[src/rtl/column_selector_pkg.sv]
// Shared connect4 definitions: board geometry defaults
// and the column selector FSM state encoding.
package column_selector_pkg;

  localparam int NUM_COLS_DEF = 7;
  localparam int COL_W_DEF    = 3;

  typedef enum logic [1:0] {
    S_IDLE = 2'd0,
    S_REQ  = 2'd1,
    S_DONE = 2'd2
  } state_t;

endpackage

[src/rtl/column_selector_if.sv]
// Button, board-handshake and status bundle
// for the connect4 column selector.
interface column_selector_if
  import column_selector_pkg::*;
#(
  parameter int COL_W = COL_W_DEF
);

  logic             left_en;
  logic             right_en;
  logic             drop_en;
  logic             drop_ack;
  logic             drop_ok;
  logic [COL_W-1:0] cursor_col;
  logic             drop_req;
  logic [COL_W-1:0] drop_col;
  logic             player;
  logic             move_done;
  logic             move_rejected;

  modport master (
    output left_en, right_en, drop_en,
    output drop_ack, drop_ok,
    input  cursor_col, drop_req, drop_col,
    input  player, move_done, move_rejected
  );

  modport slave (
    input  left_en, right_en, drop_en,
    input  drop_ack, drop_ok,
    output cursor_col, drop_req, drop_col,
    output player, move_done, move_rejected
  );

endinterface

[src/rtl/column_selector_rise_detect.sv]
// One-bit rising edge detector against the level
// registered on the previous clock edge.
module rise_detect (
  input  logic clk,
  input  logic rst,
  input  logic d,
  output logic rise
);

  logic q;

  always_ff @(posedge clk or posedge rst) begin
    if (rst) q <= 1'b0;
    else     q <= d;
  end

  assign rise = d & ~q;

endmodule

[src/rtl/column_selector.sv]
// Connect4 column cursor and drop-request FSM;
// all outputs registered.
module column_selector
  import column_selector_pkg::*;
#(
  parameter int NUM_COLS = NUM_COLS_DEF,
  parameter int COL_W    = COL_W_DEF
) (
  input logic               clk,
  input logic               rst,
  column_selector_if.slave  bus
);

  localparam logic [COL_W-1:0] COL_MAX = COL_W'(NUM_COLS - 1);
  localparam logic [COL_W-1:0] COL_MID = COL_W'(NUM_COLS / 2);

  logic left_ev, right_ev, drop_ev;

  rise_detect u_left (
    .clk (clk), .rst (rst),
    .d   (bus.left_en), .rise (left_ev)
  );

  rise_detect u_right (
    .clk (clk), .rst (rst),
    .d   (bus.right_en), .rise (right_ev)
  );

  rise_detect u_drop (
    .clk (clk), .rst (rst),
    .d   (bus.drop_en), .rise (drop_ev)
  );

  state_t           state, state_d;
  logic [COL_W-1:0] cursor, cursor_d;
  logic [COL_W-1:0] dcol, dcol_d;
  logic             req, req_d;
  logic             plyr, plyr_d;
  logic             done, done_d;
  logic             rej, rej_d;

  always_ff @(posedge clk or posedge rst) begin
    if (rst) begin
      state  <= S_IDLE;
      cursor <= COL_MID;
      dcol   <= '0;
      req    <= 1'b0;
      plyr   <= 1'b0;
      done   <= 1'b0;
      rej    <= 1'b0;
    end else begin
      state  <= state_d;
      cursor <= cursor_d;
      dcol   <= dcol_d;
      req    <= req_d;
      plyr   <= plyr_d;
      done   <= done_d;
      rej    <= rej_d;
    end
  end

  always_comb begin
    state_d  = state;
    cursor_d = cursor;
    dcol_d   = dcol;
    req_d    = req;
    plyr_d   = plyr;
    done_d   = 1'b0;
    rej_d    = 1'b0;
    unique case (state)
      S_IDLE: begin
        // drop wins; left+right together cancel out
        if (drop_ev) begin
          dcol_d  = cursor;
          req_d   = 1'b1;
          state_d = S_REQ;
        end else if (left_ev && !right_ev) begin
          cursor_d = (cursor == '0) ? COL_MAX
                                    : cursor - 1'b1;
        end else if (right_ev && !left_ev) begin
          cursor_d = (cursor == COL_MAX) ? '0
                                         : cursor + 1'b1;
        end
      end
      S_REQ: begin
        if (bus.drop_ack) begin
          req_d   = 1'b0;
          done_d  = 1'b1;
          rej_d   = ~bus.drop_ok;
          plyr_d  = plyr ^ bus.drop_ok;
          state_d = S_DONE;
        end
      end
      S_DONE: begin
        state_d = S_IDLE;
      end
      default: begin
        state_d = S_IDLE;
      end
    endcase
  end

  assign bus.cursor_col    = cursor;
  assign bus.drop_req      = req;
  assign bus.drop_col      = dcol;
  assign bus.player        = plyr;
  assign bus.move_done     = done;
  assign bus.move_rejected = rej;

endmodule

[src/flat_wrapper.sv]
// flat-port wrapper written by rule: the top's interface ports become plain ports
module column_selector_flat import column_selector_pkg::*;
#(
  parameter int NUM_COLS = NUM_COLS_DEF,
  parameter int COL_W    = COL_W_DEF
)
  (clk, rst, bus_left_en, bus_right_en, bus_drop_en, bus_drop_ack, bus_drop_ok, bus_cursor_col, bus_drop_req, bus_drop_col, bus_player, bus_move_done, bus_move_rejected);
  column_selector_if #(.COL_W(COL_W)) bus_i ();
  input logic clk;
  input logic rst;
  input wire logic [$bits(bus_i.left_en)-1:0] bus_left_en;
  input wire logic [$bits(bus_i.right_en)-1:0] bus_right_en;
  input wire logic [$bits(bus_i.drop_en)-1:0] bus_drop_en;
  input wire logic [$bits(bus_i.drop_ack)-1:0] bus_drop_ack;
  input wire logic [$bits(bus_i.drop_ok)-1:0] bus_drop_ok;
  output wire logic [$bits(bus_i.cursor_col)-1:0] bus_cursor_col;
  output wire logic [$bits(bus_i.drop_req)-1:0] bus_drop_req;
  output wire logic [$bits(bus_i.drop_col)-1:0] bus_drop_col;
  output wire logic [$bits(bus_i.player)-1:0] bus_player;
  output wire logic [$bits(bus_i.move_done)-1:0] bus_move_done;
  output wire logic [$bits(bus_i.move_rejected)-1:0] bus_move_rejected;
  assign bus_i.left_en = bus_left_en;
  assign bus_i.right_en = bus_right_en;
  assign bus_i.drop_en = bus_drop_en;
  assign bus_i.drop_ack = bus_drop_ack;
  assign bus_i.drop_ok = bus_drop_ok;
  assign bus_cursor_col = bus_i.cursor_col;
  assign bus_drop_req = bus_i.drop_req;
  assign bus_drop_col = bus_i.drop_col;
  assign bus_player = bus_i.player;
  assign bus_move_done = bus_i.move_done;
  assign bus_move_rejected = bus_i.move_rejected;
  column_selector #(.NUM_COLS(NUM_COLS), .COL_W(COL_W)) u_core (.clk(clk), .rst(rst), .bus(bus_i));
endmodule
[config.mk]
export PLATFORM = sky130hd
export DESIGN_NAME = column_selector_flat
export DESIGN_NICKNAME = d
export VERILOG_FILES = /design/src/rtl/column_selector_pkg.sv /design/src/rtl/column_selector_if.sv /design/src/rtl/column_selector_rise_detect.sv /design/src/rtl/column_selector.sv /design/src/flat_wrapper.sv
export SDC_FILE = /design/constraint.sdc
export NUM_CORES = 1
export LEC_CHECK = 0
export ABC_AREA = 1
export CORE_MARGIN = 5
export CORE_UTILIZATION = 47
export CTS_CLUSTER_SIZE = 24
export DETAILED_ROUTE_END_ITERATION = 12
export GPL_TIMING_DRIVEN = 0
export HOLD_SLACK_MARGIN = 0.05
export PLACE_DENSITY_LB_ADDON = 0.2
export SYNTH_ARGS = -nofsm -noshare
export SYNTH_HDL_FRONTEND = slang
export SYNTH_SLANG_ARGS = --single-unit
[constraint.sdc]
create_clock -name clk -period 1.55 [get_ports clk]
set_input_delay 0.155 -clock clk [delete_from_list [all_inputs] [get_ports clk]]
set_output_delay 0.155 -clock clk [all_outputs]
set_load 0.02 [all_outputs]
==> results of run 1 <==
[worst max path at each step]
stage                              from                  endpoint  slack [ns]  cells past startpoint
6_report              u_core.bus.player                bus_player         0.1                      1
5_1_grt        u_core.bus.cursor_col[1]  u_core.bus.cursor_col[1]       0.004                      6
4_1_cts               u_core.bus.player                bus_player        0.08                      1
3_5_place_dp                bus_left_en  u_core.bus.cursor_col[1]        0.06                      9
3_3_place_gp                bus_left_en  u_core.bus.cursor_col[1]        0.06                      9
2_1_floorplan  u_core.bus.cursor_col[0]  u_core.bus.cursor_col[1]        0.12                      6
[synth_stat cells, drive strengths merged]
master  instances  share of area
nand2          30           0.16
dfrtp          13           0.44
inv            13          0.066
nor2            9          0.063
ha              6           0.10
o21ai           6          0.041
a21oi           2          0.014
dfstp           2          0.071
nand3           2          0.014
o31ai           1          0.010
or2             1         0.0085
xnor2           1          0.012
[worst reg2reg max path: stages (launching register included)]
cell	delay, ns
dfstp_2	0.58
inv_2	0.08
ha_1	0.28
or2_0	0.22
o21ai_1	0.08
nand2_1	0.06
nand2_1	0.06
[cell type report]
class                      instances  area (sq um)  area share
clock buffer                       3          22.5      0.0239
clock inverter                     1          5.00     0.00531
inverter                          13          48.8      0.0518
multi-input combinational         58           312       0.331
sequential                        15           378       0.401
tap                               16          20.0      0.0212
timing repair buffer              16           156       0.166
[state kept, by name, indices dropped and copies added, names as in the netlist]
signal / flops
u_core.bus.cursor_col: 3
u_core.bus.drop_col: 3
u_core.state: 2
u_core.bus.drop_req: 1
u_core.bus.move_done: 1
u_core.bus.move_rejected: 1
u_core.bus.player: 1
u_core.u_drop.q: 1
u_core.u_left.q: 1
u_core.u_right.q: 1
[per-stage QoR]
step | setup WS, ns | instance area [sq um] | hold WS [ns] | util
after floorplan | 0.117 | 738 | 0.0550 | -
after global placement | 0.0641 | 918 | 0.456 | 0.610
after detailed placement | 0.0584 | 918 | 0.458 | 0.610
after CTS | 0.0811 | 942 | 0.239 | 0.625
after global routing | 0.00392 | 942 | 0.284 | 0.625
final | 0.0972 | 942 | 0.212 | 0.625
[layer usage]
| metal | global-route usage | vias to the layer above |
|---|---|---|
| li1 | - | 305 |
| met1 | 0.157 | 260 |
| met2 | 0.178 | 15 |
| met3 | 0.0301 | 2 |
| met4 | 0.0262 | 0 |
| met5 | 0 | - |
[logic make-up (layout without fill, tap and decap cells)]
family | after synthesis | in the layout | share of synthesized area
AND/OR/NAND/NOR | 42 | 42 | 0.244
adder cells (fa/ha/maj) | 6 | 6 | 0.102
XOR/XNOR | 1 | 1 | 0.0119
AO/OA/AOI/OAI | 9 | 9 | 0.0644
flip-flops | 15 | 15 | 0.512
buffers and inverters | 13 | 33 | 0.0661
[repair_timing]
item / in CTS / in global routing
gates resized for setup: 3 / 1
gates cloned: 0 / 0
hold buffers: 0 / 0
setup endpoints to repair: 3 / 1
[power by group through the flow]
stage                     clock [mW]  sequential, mW  combinational (mW)
after detailed placement           0           0.621               0.718
final                          0.228           0.611               0.690
after floorplan                    0           0.729               0.316
after global routing           0.258           0.632               0.766
after global placement             0           0.613               0.698
after CTS                      0.229           0.612               0.697
==> flow_summary_export.csv, run 1 <==
group,metric,value,unit
placed_design,dp.cells,118,
setup_path,critPathKind,"flip-flop to output port",
detailed_routing,dr_total_vias,582,
pwr,ir_drop,0.830,mV
setup_path,crit_buf_inv,1,
setup_path,critPathTopFamily,"buffers and inverters",
worst_hold_path,hold_class,"input port to async pin",
timing,slew_violations,0,
clock_network,clk_pin_slew,0.10,ns
setup_path,cp_cell_sequence,"clkdlybuf4s50_1",
pwr,p_clk_frac,0.149,
global_routing,grt_max_degree,16,
detailed_routing,drtIter0Drc,7,
floorplan,dieArea,0.00246,sq mm
timing,max_clock_freq,688,MHz
pwr,p_sw,0.619,mW
detailed_routing,drc,0,
synth,syn_inst,86,
detailed_routing,dr_wl_met2,624,um
timing,worst_slew_pin_slew,0.556,ns
pwr,pwr-share-comb,0.452,
clock_network,cts_root_buffer,"clkbuf_4",
pwr,power_leakage,0.496,nW
synth,synth_fp_nets,99,
setup_path,r2r-start,"u_core.bus.cursor_col[0]",
cells_and_area,final_cell_mix,"nand2_1 (28), clkdlybuf4s50_1 (13), dfrtp_1 (13)",
synth,yosys_warnings,0,
timing,setup_viol,0,
detailed_routing,top_layer,"met4",
floorplan,die_h,49.6,um
outcome,outcome,"complete, no violations",
setup_path,critPathCaptureType,"output port",
cells_and_area,final_common_cell,"nand2_1",
clock_network,cts_setup_buffers,0,
global_routing,grt_first_pass_wirelength,2280,um
timing,hold_viol,0,
cells_and_area,drive_gt1_frac,0.151,
timing,fin_skew,0.00315,ns
pwr,fin_total_pwr,1.53,mW
clock_network,cts_inserted_buffers,3,
detailed_routing,wl_per_cell,11.0,um
detailed_routing,wl,1340,um
timing,tns,0,ns
cells_and_area,layoutNonFillerInstCount,122,
detailed_routing,vias_per_cell,4.77,
flow_run,drv_cap,0,
timing,min_period,1.45,ns
placed_design,dpl.hpwl,1050,um
pwr,pwr-share-seq,0.399,
synth,synth_cell_types,16,
cells_and_area,nFillCells,145,
clock_network,cts_tree,"done",
setup_path,cpPeakStageDelay,0.63,ns
floorplan,ios,17,
timing,period_share,0.937,
cells_and_area,antennaDiodeCount,0,
cells_and_area,num-nets-final,120,
setup_path,cp.arrival,1.30,ns
setup_path,path_max_fanout,3,
cells_and_area,synthToLayoutAreaGrowth,27.6,%
floorplan,initial_core_util,0.490,
setup_path,crit_required,1.39,ns
placed_design,gp_congestion,0.766,
timing,rsz0062_at_grt,"false",
placed_design,io_buffers,16,
global_routing,antenna_found_initial,0,
setup_path,slowest_stage,"clkdlybuf4s50_1",
floorplan,die_w,49.6,um
setup_path,reg2reg_slack,0.14,ns
pwr,p_int,0.910,mW
setup_path,r2r-end,"u_core.bus.cursor_col[1]",
pwr,power.density,1620,mW/mm^2
synth,syn_area,738,sq um
setup_path,rr_worst_depth,6,
setup_path,start_kind,"flip-flop",
synth,syn_avg_cell_area,8.58,sq um
timing,slew_headroom,0.629,
synth,yosys_register_bits,15,
floorplan,rows,14,
detailed_routing,route.met3.wl,91,um
global_routing,overflow,0,
detailed_routing,drtAntennaViolNets,0,
clock_network,cts_max_level,1,
synth,synth-seq-area-share,0.512,
detailed_routing,firstDrtPassIters,4,
clock_network,worstSkewPairLatency,0.28,ns
pwr,p_sw_frac,0.405,
detailed_routing,wl_met1,615,um
global_routing,grt_pass1_vias,549,
clock_network,clockBufferDepth,2,
global_routing,grt_usage,0.114,
floorplan,core_area,0.00151,sq mm
clock_network,clock-sinks,15,
(Power assumes the default switching activity.)
==> inputs of run 2 (changes only) <==
CORE_UTILIZATION = 50   (was 47)
CTS_BUF_LIST = sky130_fd_sc_hd__clkbuf_2   (was default)
CTS_CLUSTER_DIAMETER = 80   (was default)
==> flow_summary_export.csv, run 2 (synthesis gave the netlist of run 1 again) <==
group,metric,value,unit
timing,period_share,0.959,
setup_path,cp.arrival,1.33,ns
clock_network,cts_root_buffer,"clkbuf_2",
placed_design,pre_cts_ws,0.0591,ns
clock_network,cts_max_level,1,
setup_path,slowest_stage,"clkdlybuf4s50_1",
cells_and_area,drive_gt1_frac,0.157,
placed_design,gp_congestion,0.838,
clock_network,cts_inserted_buffers,3,
timing,rsz0062_at_grt,"false",
detailed_routing,top_layer,"met4",
global_routing,grt_max_degree,16,
setup_path,critPathKind,"flip-flop to output port",
global_routing,overflow,0,
pwr,power.density,1620,mW/mm^2
cells_and_area,antennaDiodeCount,0,
detailed_routing,drtIter0Drc,13,
global_routing,antenna_found_initial,0,
global_routing,grt_usage,0.136,
setup_path,critPathCaptureType,"output port",
floorplan,ios,17,
floorplan,dieArea,0.00234,sq mm
detailed_routing,wl_per_cell,11.9,um
flow_run,drv_cap,0,
cells_and_area,synthToLayoutAreaGrowth,28.5,%
setup_path,start_kind,"flip-flop",
setup_path,cp_cell_sequence,"clkdlybuf4s50_1",
detailed_routing,wl_met1,636,um
detailed_routing,vias_per_cell,5.11,
timing,setup_viol,0,
timing,worst_slew_pin_slew,0.562,ns
timing,tns,0,ns
clock_network,clk_pin_slew,0.15,ns
floorplan,core_area,0.00135,sq mm
timing,hold_viol,0,
cells_and_area,nFillCells,107,
clock_network,cts-hold-fix-buffers,0,
floorplan,die_w,48.4,um
cells_and_area,num-nets-final,122,
detailed_routing,wl,1460,um
outcome,outcome,"complete, no violations",
setup_path,critPathTopFamily,"buffers and inverters",
worst_hold_path,hold_class,"input port to async pin",
cells_and_area,final_cell_mix,"nand2_1 (28), clkdlybuf4s50_1 (13), dfrtp_1 (13)",
pwr,fin_total_pwr,1.53,mW
setup_path,crit_required,1.39,ns
cells_and_area,multiInputGateArea,312,sq um
placed_design,io_buffers,16,
pwr,power_leakage,0.505,nW
timing,hold_ws,0.192,ns
detailed_routing,drc,0,
timing,layout_setup_ws,0.0634,ns
setup_path,path_max_fanout,3,
floorplan,initial_core_util,0.547,
clock_network,worstSkewPairLatency,0.29,ns
placed_design,dp.cells,117,
global_routing,grt_first_pass_wirelength,2530,um
cells_and_area,layoutNonFillerInstCount,123,
timing,slew_violations,0,
cells_and_area,final_common_cell,"nand2_1",
floorplan,die_h,48.4,um
detailed_routing,route.met3.wl,116,um
cells_and_area,regArea,378,sq um
clock_network,clockBufferDepth,2,
detailed_routing,firstDrtPassIters,5,
timing,slew_headroom,0.625,
placed_design,dpl.hpwl,1060,um
clock_network,cts_tree,"done",
setup_path,crit_buf_inv,1,
detailed_routing,drtAntennaViolNets,0,
timing,fin_skew,0.000979,ns
floorplan,rows,13,
detailed_routing,dr_wl_met2,682,um
detailed_routing,dr_total_vias,628,
pwr,ir_drop,1.08,mV
global_routing,grt_pass1_vias,563,
clock_network,clock-sinks,15,
timing,min_period,1.49,ns
setup_path,cpPeakStageDelay,0.63,ns
timing,max_clock_freq,673,MHz
run 2: final timing paths:
kind / from / endpoint / slack, ns / cells after the start
max: u_core.bus.player / bus_player / 0.06 / 1
min: rst / u_core.bus.drop_col[2] / 0.19 / 2
max reg2reg: u_core.bus.cursor_col[1] / u_core.bus.cursor_col[1] / 0.13 / 6
min reg2reg: u_core.bus.drop_col[1] / u_core.bus.drop_col[1] / 0.50 / 2
max in group asynchronous: rst / u_core.bus.cursor_col[0] / 0.99 / 2
min in group clk: bus_right_en / u_core.u_right.q / 0.31 / 1
run 2: power by group:
| group | internal [mW] | switching, mW |
|---|---|---|
| clock | 0.0584 | 0.130 |
| sequential | 0.512 | 0.0908 |
| combinational | 0.328 | 0.413 |
run 2: metrics by stage:
step	utilization	instance area, sq um
after global placement	0.679	917
after detailed placement	0.679	917
after floorplan	-	738
final	0.703	948
after CTS	0.691	933
after global routing	0.703	948
run 2: what timing repair did:
item / CTS / global route
gates cloned: 0 / 0
setup buffers: 0 / 2
pin swaps: 0 / 0
setup endpoints to repair: 3 / 1
gates resized for setup: 3 / 0
run 2: metal layers:
layer | up-vias | GRT usage
met1 | 283 | 0.167
met3 | 6 | 0.0459
met2 | 31 | 0.209
met4 | 0 | 0.0691
li1 | 308 | -
met5 | - | 0
run 2: area by class of cell:
class | count | share of cell area
Clock inverter | 1 | 0.00528
Multi-Input combinational cell | 58 | 0.328
Inverter | 13 | 0.0515
Clock buffer | 3 | 0.0158
Tap cell | 15 | 0.0198
Sequential cell | 15 | 0.398
Timing Repair Buffer | 18 | 0.181
==> inputs of run 3 (changes only) <==
MAX_ROUTING_LAYER = met4   (was default)
==> results of run 3 <==
No change in the layout: final DEF, timing and power equal those of run 2.
Among the figures that moved: final weighted congestion in routability-driven placement 0.838 -> 0.851; overall routing resource usage 0.136 -> 0.140
